**src/rtl/ctrl_pkg.sv**
```systemverilog
// Shared encodings for the RV32I multicycle control unit: FSM states, opcodes,
// ALU operation codes and datapath mux selects.
package ctrl_pkg;

    localparam int unsigned AluCtrlW = 4;

    typedef enum logic [3:0] {
        StFetch,
        StDecode,
        StMemAdr,
        StMemRead,
        StMemWb,
        StMemWrite,
        StExecR,
        StExecI,
        StAluWb,
        StBranch,
        StJal,
        StJalr,
        StJalrLink,
        StLui,
        StAuipc,
        StTrap
    } state_e;

    typedef enum logic [1:0] {
        AluOpAdd,
        AluOpSub,
        AluOpFunct,
        AluOpPassB
    } aluop_e;

    localparam logic [6:0] OpLoad   = 7'b0000011;
    localparam logic [6:0] OpStore  = 7'b0100011;
    localparam logic [6:0] OpR      = 7'b0110011;
    localparam logic [6:0] OpI      = 7'b0010011;
    localparam logic [6:0] OpJal    = 7'b1101111;
    localparam logic [6:0] OpJalr   = 7'b1100111;
    localparam logic [6:0] OpBranch = 7'b1100011;
    localparam logic [6:0] OpLui    = 7'b0110111;
    localparam logic [6:0] OpAuipc  = 7'b0010111;

    localparam logic [AluCtrlW-1:0] AluAdd   = 4'b0000;
    localparam logic [AluCtrlW-1:0] AluSub   = 4'b0001;
    localparam logic [AluCtrlW-1:0] AluAnd   = 4'b0010;
    localparam logic [AluCtrlW-1:0] AluOr    = 4'b0011;
    localparam logic [AluCtrlW-1:0] AluPassB = 4'b0100;
    localparam logic [AluCtrlW-1:0] AluSlt   = 4'b0101;
    localparam logic [AluCtrlW-1:0] AluSll   = 4'b0110;
    localparam logic [AluCtrlW-1:0] AluSltu  = 4'b0111;
    localparam logic [AluCtrlW-1:0] AluXor   = 4'b1000;
    localparam logic [AluCtrlW-1:0] AluSrl   = 4'b1001;
    localparam logic [AluCtrlW-1:0] AluSra   = 4'b1010;

    localparam logic [2:0] ImmI = 3'b000;
    localparam logic [2:0] ImmB = 3'b001;
    localparam logic [2:0] ImmS = 3'b010;
    localparam logic [2:0] ImmU = 3'b011;
    localparam logic [2:0] ImmJ = 3'b100;

    localparam logic [1:0] SrcAPc    = 2'b00;
    localparam logic [1:0] SrcAOldPc = 2'b01;
    localparam logic [1:0] SrcARs1   = 2'b10;

    localparam logic [1:0] SrcBRs2  = 2'b00;
    localparam logic [1:0] SrcBImm  = 2'b01;
    localparam logic [1:0] SrcBFour = 2'b10;

    localparam logic [1:0] ResAluOut = 2'b00;
    localparam logic [1:0] ResMem    = 2'b01;
    localparam logic [1:0] ResAlu    = 2'b10;

    // funct3 010/011 are not branches; callers trap on those before using this.
    function automatic logic branch_taken(input logic [2:0] funct3, input logic zero,
                                          input logic lt, input logic ltu);
        case (funct3)
            3'b000:  branch_taken = zero;
            3'b001:  branch_taken = !zero;
            3'b100:  branch_taken = lt;
            3'b101:  branch_taken = !lt;
            3'b110:  branch_taken = ltu;
            3'b111:  branch_taken = !ltu;
            default: branch_taken = 1'b0;
        endcase
    endfunction

endpackage

```
**src/rtl/alu_decoder.sv**
```systemverilog
// Combinational ALU operation decode from the FSM's coarse aluop plus the
// instruction's funct3, bit 30 and opcode bit 5 (R-type vs I-type).
module alu_decoder
    import ctrl_pkg::*;
(
    input  aluop_e              aluop,
    input  logic [2:0]          funct3,
    input  logic                funct7,
    input  logic                op5,
    output logic [AluCtrlW-1:0] alu_ctrl
);

    always_comb begin
        alu_ctrl = AluAdd;
        case (aluop)
            AluOpAdd:   alu_ctrl = AluAdd;
            AluOpSub:   alu_ctrl = AluSub;
            AluOpPassB: alu_ctrl = AluPassB;
            AluOpFunct: begin
                case (funct3)
                    // Bit 30 is an immediate bit for addi, so SUB needs the R-type opcode.
                    3'b000:  alu_ctrl = (op5 && funct7) ? AluSub : AluAdd;
                    3'b001:  alu_ctrl = AluSll;
                    3'b010:  alu_ctrl = AluSlt;
                    3'b011:  alu_ctrl = AluSltu;
                    3'b100:  alu_ctrl = AluXor;
                    3'b101:  alu_ctrl = funct7 ? AluSra : AluSrl;
                    3'b110:  alu_ctrl = AluOr;
                    default: alu_ctrl = AluAnd;
                endcase
            end
            default: alu_ctrl = AluAdd;
        endcase
    end

endmodule

```
**src/rtl/multicycle_control_unit.sv**
```systemverilog
// RV32I multicycle control FSM with variable-latency memory handshake and illegal-opcode trap.
// Define MULTICYCLE_PERF_COUNTERS_EN to add cycle_cnt_o / instret_o counters.
module multicycle_control_unit
    import ctrl_pkg::*;
#(
    parameter int unsigned ALU_CTRL_W = 4,
    parameter int unsigned CNT_W      = 32
) (
    input  logic                  clk_i,
    input  logic                  rst_i,
    input  logic [6:0]            op_i,
    input  logic [2:0]            funct3_i,
    input  logic                  funct7_i,
    input  logic                  zero_i,
    input  logic                  lt_i,
    input  logic                  ltu_i,
    input  logic                  mem_ready_i,
    output logic                  mem_req_o,
    output logic                  MemWrite_o,
    output logic                  AdrSrc_o,
    output logic                  IRWrite_o,
    output logic                  PCWrite_o,
    output logic                  RegWrite_o,
    output logic [1:0]            ALUSrcA_o,
    output logic [1:0]            ALUSrcB_o,
    output logic [ALU_CTRL_W-1:0] ALUControl_o,
    output logic [2:0]            ImmSrc_o,
    output logic [1:0]            ResultSrc_o,
    output logic                  illegal_o
`ifdef MULTICYCLE_PERF_COUNTERS_EN
    ,
    output logic [CNT_W-1:0]      cycle_cnt_o,
    output logic [CNT_W-1:0]      instret_o
`endif
);

    state_e                state_q, state_d;
    aluop_e                aluop;
    logic                  mem_req, mem_write, adr_src, ir_write, pc_write, reg_write;
    logic [1:0]            alu_src_a, alu_src_b, result_src;
    logic [2:0]            imm_src;
    logic [AluCtrlW-1:0]   alu_ctrl;

    always_ff @(posedge clk_i or posedge rst_i) begin
        if (rst_i) begin
            state_q <= StFetch;
        end else begin
            state_q <= state_d;
        end
    end

    always_comb begin
        state_d    = state_q;
        mem_req    = 1'b0;
        mem_write  = 1'b0;
        adr_src    = 1'b0;
        ir_write   = 1'b0;
        pc_write   = 1'b0;
        reg_write  = 1'b0;
        alu_src_a  = SrcAPc;
        alu_src_b  = SrcBRs2;
        imm_src    = ImmI;
        result_src = ResAluOut;
        aluop      = AluOpAdd;
        unique case (state_q)
            StFetch: begin
                mem_req    = 1'b1;
                alu_src_b  = SrcBFour;
                result_src = ResAlu;
                if (mem_ready_i) begin
                    ir_write = 1'b1;
                    pc_write = 1'b1;
                    state_d  = StDecode;
                end
            end
            StDecode: begin
                // Precompute the branch target into ALUOut for the BRANCH state.
                alu_src_a = SrcAOldPc;
                alu_src_b = SrcBImm;
                imm_src   = ImmB;
                case (op_i)
                    OpLoad, OpStore: state_d = StMemAdr;
                    OpR:             state_d = StExecR;
                    OpI:             state_d = StExecI;
                    OpJal:           state_d = StJal;
                    OpJalr:          state_d = StJalr;
                    OpBranch:        state_d = StBranch;
                    OpLui:           state_d = StLui;
                    OpAuipc:         state_d = StAuipc;
                    default:         state_d = StTrap;
                endcase
            end
            StMemAdr: begin
                alu_src_a = SrcARs1;
                alu_src_b = SrcBImm;
                imm_src   = (op_i == OpStore) ? ImmS : ImmI;
                state_d   = (op_i == OpLoad) ? StMemRead : StMemWrite;
            end
            StMemRead: begin
                mem_req = 1'b1;
                adr_src = 1'b1;
                if (mem_ready_i) state_d = StMemWb;
            end
            StMemWb: begin
                result_src = ResMem;
                reg_write  = 1'b1;
                state_d    = StFetch;
            end
            StMemWrite: begin
                mem_req   = 1'b1;
                mem_write = 1'b1;
                adr_src   = 1'b1;
                if (mem_ready_i) state_d = StFetch;
            end
            StExecR: begin
                alu_src_a = SrcARs1;
                aluop     = AluOpFunct;
                state_d   = StAluWb;
            end
            StExecI: begin
                alu_src_a = SrcARs1;
                alu_src_b = SrcBImm;
                aluop     = AluOpFunct;
                state_d   = StAluWb;
            end
            StAluWb: begin
                reg_write = 1'b1;
                state_d   = StFetch;
            end
            StBranch: begin
                alu_src_a = SrcARs1;
                aluop     = AluOpSub;
                if (funct3_i[2:1] == 2'b01) begin
                    state_d = StTrap;
                end else begin
                    pc_write = branch_taken(funct3_i, zero_i, lt_i, ltu_i);
                    state_d  = StFetch;
                end
            end
            StJal: begin
                alu_src_a = SrcAOldPc;
                alu_src_b = SrcBFour;
                pc_write  = 1'b1;
                state_d   = StAluWb;
            end
            StJalr: begin
                alu_src_a  = SrcARs1;
                alu_src_b  = SrcBImm;
                pc_write   = 1'b1;
                result_src = ResAlu;
                state_d    = StJalrLink;
            end
            StJalrLink: begin
                alu_src_a = SrcAOldPc;
                alu_src_b = SrcBFour;
                state_d   = StAluWb;
            end
            StLui: begin
                alu_src_b = SrcBImm;
                imm_src   = ImmU;
                aluop     = AluOpPassB;
                state_d   = StAluWb;
            end
            StAuipc: begin
                alu_src_a = SrcAOldPc;
                alu_src_b = SrcBImm;
                imm_src   = ImmU;
                state_d   = StAluWb;
            end
            StTrap: state_d = StTrap;
            default: state_d = StFetch;
        endcase
    end

    alu_decoder u_alu_decoder (
        .aluop    (aluop),
        .funct3   (funct3_i),
        .funct7   (funct7_i),
        .op5      (op_i[5]),
        .alu_ctrl (alu_ctrl)
    );

    // Reset holds every control line low so nothing is written while the datapath settles.
    assign mem_req_o    = mem_req   & ~rst_i;
    assign MemWrite_o   = mem_write & ~rst_i;
    assign AdrSrc_o     = adr_src   & ~rst_i;
    assign IRWrite_o    = ir_write  & ~rst_i;
    assign PCWrite_o    = pc_write  & ~rst_i;
    assign RegWrite_o   = reg_write & ~rst_i;
    assign ALUSrcA_o    = rst_i ? 2'b00 : alu_src_a;
    assign ALUSrcB_o    = rst_i ? 2'b00 : alu_src_b;
    assign ALUControl_o = rst_i ? '0 : ALU_CTRL_W'(alu_ctrl);
    assign ImmSrc_o     = rst_i ? 3'b000 : imm_src;
    assign ResultSrc_o  = rst_i ? 2'b00 : result_src;
    assign illegal_o    = (state_q == StTrap) & ~rst_i;

`ifdef MULTICYCLE_PERF_COUNTERS_EN
    logic [CNT_W-1:0] cycle_cnt_q, instret_q;

    always_ff @(posedge clk_i or posedge rst_i) begin
        if (rst_i) begin
            cycle_cnt_q <= '0;
            instret_q   <= '0;
        end else begin
            cycle_cnt_q <= cycle_cnt_q + CNT_W'(1);
            // Retire on entry to FETCH; the fetch wait loop is not an entry.
            if (state_d == StFetch && state_q != StFetch) begin
                instret_q <= instret_q + CNT_W'(1);
            end
        end
    end

    assign cycle_cnt_o = cycle_cnt_q;
    assign instret_o   = instret_q;
`else
    logic unused_cnt_w;
    assign unused_cnt_w = ^CNT_W;
`endif

endmodule

```
**config.mk**
```make
export PLATFORM = sky130hd
export DESIGN_NAME = multicycle_control_unit
export DESIGN_NICKNAME = d
export VERILOG_FILES = /design/src/rtl/ctrl_pkg.sv /design/src/rtl/alu_decoder.sv /design/src/rtl/multicycle_control_unit.sv
export SDC_FILE = /design/constraint.sdc
export NUM_CORES = 1
export LEC_CHECK = 0
export ABC_AREA = 1
export ABC_CLOCK_PERIOD_IN_PS = 2100
export CELL_PAD_IN_SITES_DETAIL_PLACEMENT = 1
export CELL_PAD_IN_SITES_GLOBAL_PLACEMENT = 1
export CORE_MARGIN = 3
export CORE_UTILIZATION = 27
export CTS_CLUSTER_DIAMETER = 50
export DETAILED_ROUTE_END_ITERATION = 8
export GPL_TIMING_DRIVEN = 0
export PLACE_DENSITY = 0.83
export SYNTH_ARGS = -nofsm -noshare
export SYNTH_HDL_FRONTEND = slang
export SYNTH_SLANG_ARGS = --single-unit
```
**constraint.sdc**
```tcl
create_clock -name clk_i -period 2.1 [get_ports clk_i]
set_input_delay 0.315 -clock clk_i [delete_from_list [all_inputs] [get_ports clk_i]]
set_output_delay 0.315 -clock clk_i [all_outputs]
set_load 0.01 [all_outputs]
```
; After elaboration in Yosys (flattened, before gate mapping)
; Cells that the tools add are included.
; W data, S select, Z words.
[totals]
output_inout_bits = 20
wordCells = 99
regBits = 4
[classes]
n_mux = 31
eq_ne = 38
bitwise_logic = 8
n_reduce_logical = 21
[op_table]
columns = operator, count
row1 = $pmux W4 S10, 1
row2 = $eq A4 B4 Y1 const B, 8
row3 = $pmux W4 S8, 1
row4 = $pmux W4 S7, 1
row5 = $eq A7 B6 Y1 const B, 3
row6 = $eq A7 B7 Y1 const B, 3
row7 = $mux W4, 5
row8 = $eq A4 B3 Y1 const B, 4
row9 = $pmux W4 S4, 1
row10 = $eq A7 B5 Y1 const B, 2
row11 = $reduce_or A2 Y1, 7
row12 = $eq A3 B3 Y1 const B, 4
row13 = $pmux W2 S2, 3
row14 = $pmux W2 S3, 2
row15 = $reduce_or A6 Y1, 2
row16 = $mux W2, 5
row17 = $eq A4 B2 Y1 const B, 2
row18 = $mux W1, 8
row19 = $and A1 B1 Y1, 7
row20 = $eq A7 B2 Y1 const B, 1
row21 = $eq A3 B2 Y1 const B, 2
row22 = $mux W3, 2
row23 = $ne A2 B2 Y1 const B, 3
row24 = $pmux W1 S6, 1
row25 = other kinds (15), 20

; Logic depth before layout (Yosys ltp)
; Gate-level depths: netlist of run 1.
[depth]
depth_word = 6
mapped_depth = 11
ltp_nobuf = 11

; Modules after synthesis
; Synthesis of run 1 repeated with hierarchy kept, for this count alone.
[hier_totals]
cells_unflattened = 178
hier_area_um2 = 904.6
[modules_own_cells]
columns = module, area_each_um2, n_inst, seq_area_each_um2, cells_each
row1 = multicycle_control_unit, 797.0, 1, 100.1, 153
row2 = alu_decoder, 107.6, 1, 0.0, 25

; Worst setup path after synthesis of run 1
; No wires, ideal clock.
[synth_path]
path_kind = register to output
startpoint = register state_q[3]
endpoint = output ALUSrcA_o[0]
path_buffers = 0
t_arrival_ns = 1.156
t_required_ns = 1.785
path_slack_ns = 0.629
stages_incl_launch_ff = 6
cell_sequence = dfrtp_1 > nor2_2 > inv_2 > nor2_2 > inv_1 > a31oi_1
[synth_via]
elab_chain_len = 4
elab_cells_between_ends = 13
classes_between = eq/ne: 9 / mux: 2 / reduce/logical: 2
[synth_lines]
columns = item, line
row1 = from (decl), multicycle_control_unit.sv:37  ; state_e state_q, state_d;
row2 = from (signal assigned), multicycle_control_unit.sv:46  ; state_q <= StFetch;
row3 = from (signal assigned), multicycle_control_unit.sv:48  ; state_q <= state_d;
row4 = $eq A4 B4 Y1 (tied with other cells), multicycle_control_unit.sv:65  ; unique case (state_q)
row5 = $reduce_or A5 Y1 (no source line) / $reduce_or A4 Y1 (equally long branches), -
row6 = $pmux W2 S2 (*), multicycle_control_unit.sv:65
row7 = $mux W2 (*), multicycle_control_unit.sv:190  ; assign ALUSrcA_o = rst_i ? 2'b00 : alu_src_a;
row8 = to (decl), multicycle_control_unit.sv:24  ; output logic [1:0] ALUSrcA_o,
; Every way passes the cells marked *; elsewhere a longest branch is shown, timed or not.

; Worst setup path in the final report of run 1
; Same ends and word-level chain as after synthesis.

==> impl_metrics.prom, run 1 <==
# TYPE chip_impl_metric gauge
chip_impl_metric{name="post_layout_worst_setup_margin",unit="ps"} 122
chip_impl_info{name="setup.worst_path.class",value="flop to output pin"} 1
chip_impl_metric{name="drt_iter0_markers",unit=""} 17
chip_impl_metric{name="grt_antenna_before_repair",unit=""} 0
chip_impl_metric{name="site_rows",unit=""} 19
chip_impl_metric{name="pwr_density_cell",unit="nW/um^2"} 874
chip_impl_metric{name="cellLeakagePower",unit="nW"} 0.783
chip_impl_metric{name="post-route-period-util",unit="%"} 94.2
chip_impl_metric{name="global_route_wire_length_before_repair",unit="um"} 5110
chip_impl_metric{name="route.antenna.remaining_nets",unit=""} 0
chip_impl_metric{name="insertedDiodeCount",unit=""} 0
chip_impl_metric{name="average_wire_per_cell_in_the_routed_design",unit="um"} 13.0
chip_impl_metric{name="async_reset_ff_share",unit="%"} 100
chip_impl_metric{name="syn_inst",unit=""} 162
chip_impl_metric{name="postSynthAreaPerCell",unit="um^2"} 4.94
chip_impl_info{name="slowest_stage",value="sky130_fd_sc_hd__dfrtp_2"} 1
chip_impl_info{name="start_kind",value="flop"} 1
chip_impl_info{name="crit_start",value="state_q[3]"} 1
chip_impl_metric{name="synthesis.area",unit="um^2"} 800
chip_impl_metric{name="crit_path_max_fanout",unit=""} 5
chip_impl_metric{name="detail_route.wirelength.met1",unit="um"} 1290
chip_impl_metric{name="numPortBuffers",unit=""} 35
chip_impl_metric{name="initial_utilization",unit="%"} 28.7
chip_impl_metric{name="max_slew_violation_count",unit=""} 0
chip_impl_metric{name="cts.sink_count",unit=""} 4
chip_impl_info{name="rsz0062_at_grt",value="false"} 1
chip_impl_info{name="regToRegStartpoint",value="state_q[0]"} 1
chip_impl_metric{name="synth.yosys.seq_area_share",unit="%"} 12.5
chip_impl_metric{name="tns",unit="ps"} 0
chip_impl_metric{name="cts_htree_levels",unit=""} 1
chip_impl_metric{name="design.final.nets",unit=""} 220
chip_impl_metric{name="finalWeightedCongestion",unit=""} 0.848
chip_impl_metric{name="cts-buffers-inserted",unit=""} 3
chip_impl_metric{name="dp_worst_setup_slack",unit="ps"} -340
chip_impl_metric{name="synthDistinctLibCells",unit=""} 23
chip_impl_metric{name="die_h",unit="um"} 60.4
chip_impl_metric{name="first_global_vias",unit=""} 1196
chip_impl_metric{name="post-dp-hpwl",unit="um"} 2430
chip_impl_metric{name="holdBufCountCts",unit=""} 0
chip_impl_info{name="min-delay-path-class",value="input port to asynchronous set/reset pin"} 1
chip_impl_metric{name="critical_path_max_stage_delay",unit="ps"} 440
chip_impl_metric{name="worst-endpoint-arrival",unit="ps"} 1660
chip_impl_info{name="maxUsedRoutingLayer",value="met4"} 1
chip_impl_metric{name="route.final.wire_length",unit="um"} 3020
chip_impl_metric{name="reg2regPathDepth",unit=""} 8
chip_impl_metric{name="clk_pin_slew_worst_paths",unit="ps"} 40
chip_impl_metric{name="die_w",unit="um"} 60.4
chip_impl_info{name="crit_path_end_kind",value="output pin"} 1
chip_impl_info{name="root_buffer",value="sky130_fd_sc_hd__clkbuf_4"} 1
chip_impl_metric{name="pin_count",unit=""} 37
chip_impl_metric{name="grt_max_degree",unit=""} 11
chip_impl_metric{name="wl_met2",unit="um"} 1560
chip_impl_metric{name="number_of_synthesized_flops_with_an_enable_pin",unit=""} 0
chip_impl_metric{name="drc",unit=""} 0
chip_impl_metric{name="largest_register_ff_count",unit=""} 4
chip_impl_metric{name="core_area",unit="um^2"} 2780
chip_impl_info{name="worstPathCellList",value="nor2_4 -> inv_2 -> nor2_4 -> inv_1 -> a31oi_1 -> dlygate4sd2_1"} 1
chip_impl_metric{name="num-fill-cells",unit=""} 395
chip_impl_metric{name="total_routing_resource_utilization_after_global_routing",unit="%"} 17.8
chip_impl_info{name="dominantRegCellSynth",value="sky130_fd_sc_hd__dfrtp_1"} 1
chip_impl_metric{name="layout-area-overhead-vs-synth",unit="%"} 57.1
chip_impl_info{name="crit-reg2reg-capture",value="state_q[0]"} 1
chip_impl_metric{name="proportion_of_layout_cells_with_a_drive_suffix_above_1",unit="%"} 17.4
chip_impl_metric{name="floorplan.die_area",unit="um^2"} 3650
chip_impl_metric{name="detail_route.first_pass.iterations",unit=""} 4
chip_impl_metric{name="route.met3.wl",unit="um"} 162
chip_impl_metric{name="drv_cap",unit=""} 0
chip_impl_metric{name="timing.fmax",unit="GHz"} 0.506
chip_impl_metric{name="total_congestion_overflow_after_global_routing",unit=""} 0
chip_impl_info{name="critical_path.most_common_cell",value="sky130_fd_sc_hd__nor2_4"} 1
chip_impl_metric{name="syn_nets",unit=""} 179
chip_impl_metric{name="vias_per_cell",unit=""} 5.05
chip_impl_metric{name="critical_path_required",unit="ps"} 1780
chip_impl_metric{name="clk_path_buf_depth",unit=""} 2
chip_impl_metric{name="via_count",unit=""} 1171
chip_impl_info{name="run_status",value="finished, final reports clean"} 1
chip_impl_metric{name="peakVddDrop",unit="mV"} 0.609
chip_impl_metric{name="r2r_setup_slack",unit="ps"} 710
chip_impl_metric{name="ys_ff_latch",unit=""} 4
chip_impl_info{name="biggestRegsByFlops",value="state_q (4)"} 1
chip_impl_metric{name="fin_crit",unit="ps"} 1980
chip_impl_metric{name="setup_violations",unit=""} 0
chip_impl_metric{name="timing.clock.skew",unit="ps"} 3.14
chip_impl_info{name="registers.top_by_ff_count",value="state_q"} 1
chip_impl_metric{name="synthesis.yosys.warnings",unit=""} 0
chip_impl_metric{name="insertion_delay",unit="ps"} 240
chip_impl_metric{name="finalHoldViolCount",unit=""} 0
chip_impl_info{name="cts_tree",value="yes"} 1
-- power by group --
group	leakage (nW)	internal, mW	switching, mW
clock	0.0138	0.0640	0.0331
combinational	0.724	0.324	0.484
sequential	0.0453	0.122	0.0707
-- cells in the mapped netlist, drive strengths merged, types with 2 or more instances --
cell,n,area (um^2)
nor2,34,140
nor3,5,25.0
inv,33,124
dfrtp,4,100
a31oi,2,12.5
nand3,11,55.1
nand2,42,168
a21oi,11,58.8
o21ai,11,55.1
o211ai,2,15.0
-- worst max-delay path: cells and delay by family (launching register included) --
| family | cells | cell delay, ps |
|---|---|---|
| buffers and inverters | 3 | 450 |
| AO/OA/AOI/OAI | 1 | 190 |
| AND/OR/NAND/NOR | 2 | 340 |
| flip-flops | 1 | 440 |
-- placed cells by master (no fill, tap or decap), types with 3 or more instances in the layout --
master                            count
sky130_fd_sc_hd__clkdlybuf4s50_1     13
sky130_fd_sc_hd__o21ai_0              7
sky130_fd_sc_hd__nor3_1               5
sky130_fd_sc_hd__nor2_4               5
sky130_fd_sc_hd__dlymetal6s2s_1       7
sky130_fd_sc_hd__dlygate4sd2_1       13
sky130_fd_sc_hd__clkbuf_4             3
sky130_fd_sc_hd__nand2_1             37
sky130_fd_sc_hd__dfrtp_2              4
sky130_fd_sc_hd__nand3_1             11
sky130_fd_sc_hd__inv_2                8
sky130_fd_sc_hd__a21oi_1             10
sky130_fd_sc_hd__nor2_1              28
sky130_fd_sc_hd__nand2_2              5
sky130_fd_sc_hd__clkbuf_2             3
sky130_fd_sc_hd__inv_1               24
-- cell type report --
type / count / area, um^2 / share of cell area, %
sequential: 4 / 105 / 8.37
inverter: 33 / 126 / 10.1
buffer: 2 / 12.5 / 0.996
tap: 31 / 38.8 / 3.09
clock buffer: 3 / 22.5 / 1.79
multi-input combinational: 123 / 602 / 47.9
timing repair buffer: 36 / 349 / 27.8
-- timing repair --
action,4_1_cts,5_1_grt
buffers inserted,1,0
pin swaps,1,1
cloned,0,0
setup endpoints to repair,19,10
gates resized for setup,28,16
-- worst max-delay path by stage --
stage	to	slack [ps]	cells after the start
2_1_floorplan	ALUSrcA_o[0]	630	5
3_3_place_gp	ALUControl_o[0]	-300	9
3_5_place_dp	ALUControl_o[0]	-340	9
4_1_cts	ResultSrc_o[1]	9	6
5_1_grt	ALUSrcA_o[0]	2	6
6_report	ALUSrcA_o[0]	120	6
-- metrics by stage --
step / std cells / hold slack (ps) / instance area (um^2) / total power, mW / utilization, %
after detailed placement: 228 / 580 / 1190 / 0.960 / 42.7
after global routing: 232 / 202 / 1260 / 1.22 / 45.2
after CTS: 232 / 179 / 1230 / 1.08 / 44.2
after global placement: 228 / 567 / 1190 / 0.937 / 42.7
after floorplan: 162 / 119 / 800 / 0.641 / -
final: 232 / 192 / 1260 / 1.10 / 45.2
-- cells by family after synthesis --
family | share of synthesized area, %
flip-flops | 12.5
other | 0.469
buffers and inverters | 16.9
AO/OA/AOI/OAI | 18.8
AND/OR/NAND/NOR | 50.1
multiplexers | 1.25
-- routing by layer --
metal,vias up,GRT usage [%]
met2,31,32.9
li1,594,-
met1,544,22.6
met4,0,1.86
met5,-,0
met3,2,2.77
Note: power is estimated with default switching activity, not from simulation.
==> run 2, diff against run 1 <==
CORE_UTILIZATION = 29   (was 27)
HOLD_SLACK_MARGIN = 0.15   (was default)
PLACE_DENSITY = 0.84   (was 0.83)
SYNTH_HIERARCHICAL = 1   (was default)
==> run 2 against run 1 <==
Effect of this change:
- synthesized cell count grew 9.9%
- via count grew 13%
- largest cell class unchanged
- register-to-register slack lost 80 ps
- clock skew shrank 1.1 ps
- count of clock-buffer cells in the layout is the same
- flip-flop and latch count is the same
- utilization grew 6.7 points
- final area grew 18%
- critical path type unchanged
- non-clock buffer count grew 11
- largest power group unchanged
- cell count grew 12%
- area after synthesis grew 13%
- hold slack gained 140 ps
==> impl_metrics.prom, run 2 <==
# TYPE chip_impl_metric gauge
chip_impl_metric{name="multi_input_comb_area",unit="um^2"} 723
chip_impl_metric{name="syn_inst",unit=""} 178
chip_impl_metric{name="route.final.wire_length",unit="um"} 4010
chip_impl_metric{name="holdBufCountCts",unit=""} 0
chip_impl_metric{name="average_wire_per_cell_in_the_routed_design",unit="um"} 15.5
chip_impl_metric{name="setup_violations",unit=""} 0
chip_impl_info{name="root_buffer",value="sky130_fd_sc_hd__clkbuf_4"} 1
chip_impl_metric{name="timing.clock.skew",unit="ps"} 2.02
chip_impl_metric{name="initial_utilization",unit="%"} 31.7
chip_impl_metric{name="detailed_place.area",unit="um^2"} 1290
chip_impl_info{name="layout_commonest_cell",value="sky130_fd_sc_hd__nand2_1"} 1
chip_impl_metric{name="total_congestion_overflow_after_global_routing",unit=""} 0
chip_impl_metric{name="peakVddDrop",unit="mV"} 0.515
chip_impl_metric{name="first_global_vias",unit=""} 1351
chip_impl_info{name="synthMostInstantiatedCell",value="sky130_fd_sc_hd__nand2_1"} 1
chip_impl_metric{name="route.antenna.remaining_nets",unit=""} 0
chip_impl_metric{name="worst-endpoint-arrival",unit="ps"} 1760
chip_impl_metric{name="largest_register_ff_count",unit=""} 4
chip_impl_info{name="registers.top_by_ff_count",value="state_q"} 1
chip_impl_info{name="rsz0062_at_grt",value="true"} 1
chip_impl_metric{name="pin_count",unit=""} 37
chip_impl_info{name="synth.top_cells.by_count",value="sky130_fd_sc_hd__nand2_1, sky130_fd_sc_hd__nor2_1, sky130_fd_sc_hd__inv_1"} 1
chip_impl_info{name="synth_area_leaders",value="sky130_fd_sc_hd__nand2_1, sky130_fd_sc_hd__nor2_1, sky130_fd_sc_hd__dfrtp_1, sky130_fd_sc_hd__inv_1, sky130_fd_sc_hd__a21oi_1"} 1
chip_impl_metric{name="timing.fmax",unit="GHz"} 0.482
chip_impl_metric{name="die_h",unit="um"} 61.9
chip_impl_metric{name="synth.yosys.seq_area_share",unit="%"} 11.1
chip_impl_metric{name="finalHoldViolCount",unit=""} 0
chip_impl_info{name="start_kind",value="flop"} 1
chip_impl_metric{name="tns",unit="ps"} 0
chip_impl_metric{name="via_count",unit=""} 1323
chip_impl_metric{name="syn_nets",unit=""} 195
chip_impl_metric{name="max_slew_violation_count",unit=""} 0
chip_impl_metric{name="cts-buffers-inserted",unit=""} 3
chip_impl_info{name="cts_tree",value="yes"} 1
chip_impl_metric{name="insertion_delay",unit="ps"} 240
chip_impl_metric{name="clk_path_buf_depth",unit=""} 2
chip_impl_metric{name="drv_cap",unit=""} 0
chip_impl_metric{name="insertedDiodeCount",unit=""} 0
chip_impl_metric{name="post-route-period-util",unit="%"} 98.7
chip_impl_metric{name="cellLeakagePower",unit="nW"} 0.862
chip_impl_metric{name="total_power",unit="mW"} 1.51
chip_impl_metric{name="proportion_of_layout_cells_with_a_drive_suffix_above_1",unit="%"} 32.0
chip_impl_metric{name="whs",unit="ps"} 329
chip_impl_metric{name="detail_route.first_pass.iterations",unit=""} 4
chip_impl_metric{name="drt_iter0_markers",unit=""} 49
chip_impl_metric{name="synthesis.yosys.warnings",unit=""} 6
chip_impl_metric{name="fin_crit",unit="ps"} 2070
chip_impl_metric{name="synth_top_cell_area_share",unit="%"} 17.4
chip_impl_metric{name="synthDistinctLibCells",unit=""} 26
chip_impl_metric{name="async_reset_ff_share",unit="%"} 100
chip_impl_metric{name="num-fill-cells",unit=""} 404
chip_impl_metric{name="post-dp-hpwl",unit="um"} 2720
chip_impl_metric{name="critical_path_max_stage_delay",unit="ps"} 430
chip_impl_metric{name="final-seq-area",unit="um^2"} 105
chip_impl_metric{name="critical_path_required",unit="ps"} 1780
chip_impl_metric{name="finalWeightedCongestion",unit=""} 0.796
chip_impl_metric{name="layout-area-overhead-vs-synth",unit="%"} 63.5
chip_impl_info{name="biggestRegsByFlops",value="state_q (4)"} 1
chip_impl_metric{name="cts.sink_count",unit=""} 4
chip_impl_info{name="run_status",value="finished, final reports clean"} 1
chip_impl_metric{name="numPortBuffers",unit=""} 35
chip_impl_metric{name="design.final.nets",unit=""} 247
chip_impl_metric{name="number_of_synthesized_flops_with_an_enable_pin",unit=""} 0
chip_impl_info{name="crit_path_end_kind",value="output pin"} 1
chip_impl_info{name="worstPathCellList",value="buf_4 -> nor2_4 -> buf_4 -> inv_2 -> nor2_4 -> buf_12 -> o21ai_1 -> inv_1 -> clkdlybuf4s15_1"} 1
chip_impl_metric{name="crit_path_max_fanout",unit=""} 4
chip_impl_metric{name="drc",unit=""} 0
chip_impl_metric{name="total_routing_resource_utilization_after_global_routing",unit="%"} 21.5
chip_impl_info{name="setup.worst_path.class",value="flop to output pin"} 1
chip_impl_metric{name="grt_antenna_before_repair",unit=""} 0
chip_impl_metric{name="cts_htree_levels",unit=""} 1
chip_impl_info{name="synth_area_leader_cell",value="sky130_fd_sc_hd__nand2_1"} 1
chip_impl_info{name="min-delay-path-class",value="input port to asynchronous set/reset pin"} 1
chip_impl_info{name="mostFrequentLayoutCells",value="sky130_fd_sc_hd__nand2_1, sky130_fd_sc_hd__nor2_1, sky130_fd_sc_hd__inv_1, sky130_fd_sc_hd__inv_2"} 1
chip_impl_metric{name="postSynthAreaPerCell",unit="um^2"} 5.08
chip_impl_metric{name="synthesis.area",unit="um^2"} 905
chip_impl_metric{name="pwr_density_cell",unit="nW/um^2"} 1020
chip_impl_metric{name="ys_ff_latch",unit=""} 4
chip_impl_metric{name="clk_pin_slew_worst_paths",unit="ps"} 40
chip_impl_metric{name="final_design_area_no_fill",unit="um^2"} 1480
chip_impl_metric{name="site_rows",unit=""} 19
chip_impl_metric{name="global_route_wire_length_before_repair",unit="um"} 6020
chip_impl_metric{name="worst-path-buf-inv",unit=""} 6
chip_impl_metric{name="die_w",unit="um"} 61.9
chip_impl_metric{name="core_area",unit="um^2"} 2850
chip_impl_info{name="slowest_stage",value="sky130_fd_sc_hd__dfrtp_2"} 1
chip_impl_info{name="cp_top_family",value="buffers and inverters"} 1
chip_impl_info{name="dominantRegCellSynth",value="sky130_fd_sc_hd__dfrtp_1"} 1
chip_impl_metric{name="floorplan.die_area",unit="um^2"} 3830
chip_impl_metric{name="grt_max_degree",unit=""} 11
chip_impl_metric{name="vias_per_cell",unit=""} 5.11
## run 2: metrics by stage
stage / instances / setup slack (ps) / utilization (%)
3_3_place_gp: 244 / -245 / 45.4
5_1_grt: 259 / -82.4 / 51.8
2_1_floorplan: 178 / 484 / -
4_1_cts: 254 / -30.0 / 49.2
6_report: 259 / 26.7 / 51.8
3_5_place_dp: 244 / -289 / 45.4
## run 2: worst register-to-register path, stage by stage (launching register included)
cell	delay, ps
sky130_fd_sc_hd__dfrtp_2	430
sky130_fd_sc_hd__buf_4	150
sky130_fd_sc_hd__nor2_4	110
sky130_fd_sc_hd__buf_4	130
sky130_fd_sc_hd__inv_2	40
sky130_fd_sc_hd__nor2_4	130
sky130_fd_sc_hd__buf_12	120
sky130_fd_sc_hd__buf_4	100
sky130_fd_sc_hd__nand2_1	50
sky130_fd_sc_hd__nand2_1	50
sky130_fd_sc_hd__nand2_1	50
sky130_fd_sc_hd__nand2_1	50
## run 2: final cells by class
class,count,area share (%)
flip-flops and latches,4,7.11
clock buffers,3,1.52
plain buffers,2,0.846
inverters,39,9.90
multi-input cells,133,48.9
well taps,31,2.62
repair buffers,47,29.1
## run 2: worst paths after layout
check,from,endpoint,slack (ps),cells after the start
setup / recovery,state_q[2],ImmSrc_o[0],30,9
hold / removal,rst_i,state_q[3],330,2
setup reg to reg,state_q[2],state_q[2],630,11
hold reg to reg,state_q[2],state_q[2],660,3
max in group asynchronous,rst_i,state_q[0],1520,2
min in group clk_i,state_q[2],state_q[2],660,3
## run 2: logic make-up (layout without fill, tap and decap cells)
kind of cell	after synthesis	count (layout)	share of synthesized area, %
compound gates	25	25	16.6
flops	4	4	11.1
simple gates	107	107	54.5
buf+inv	41	91	17.4
other cells	1	1	0.415
## run 2: where the power goes
| group | leakage, nW | total [mW] | internal (mW) | switching, mW |
|---|---|---|---|---|
| sequential | 0.0453 | 0.202 | 0.122 | 0.0808 |
| clock | 0.0138 | 0.0991 | 0.0642 | 0.0349 |
| combinational | 0.803 | 1.21 | 0.513 | 0.697 |
## run 2: routing by layer
layer  routed length, um  GRT usage (%)  up-vias
li1                    -              -      649
met1                1640           25.2      636
met3                 140           2.07        7
met2                2170           39.8       31
met4                  63           8.18        0
met5                   0              0        -
## run 2: repair_timing
item | 4_1_cts | 5_1_grt
gates cloned | 0 | 0
pin swaps | 2 | 2
hold endpoints to repair | 0 | 0
resized for setup | 35 | 27
endpoints found under the setup margin | 19 | 14
buffers inserted | 7 | 5
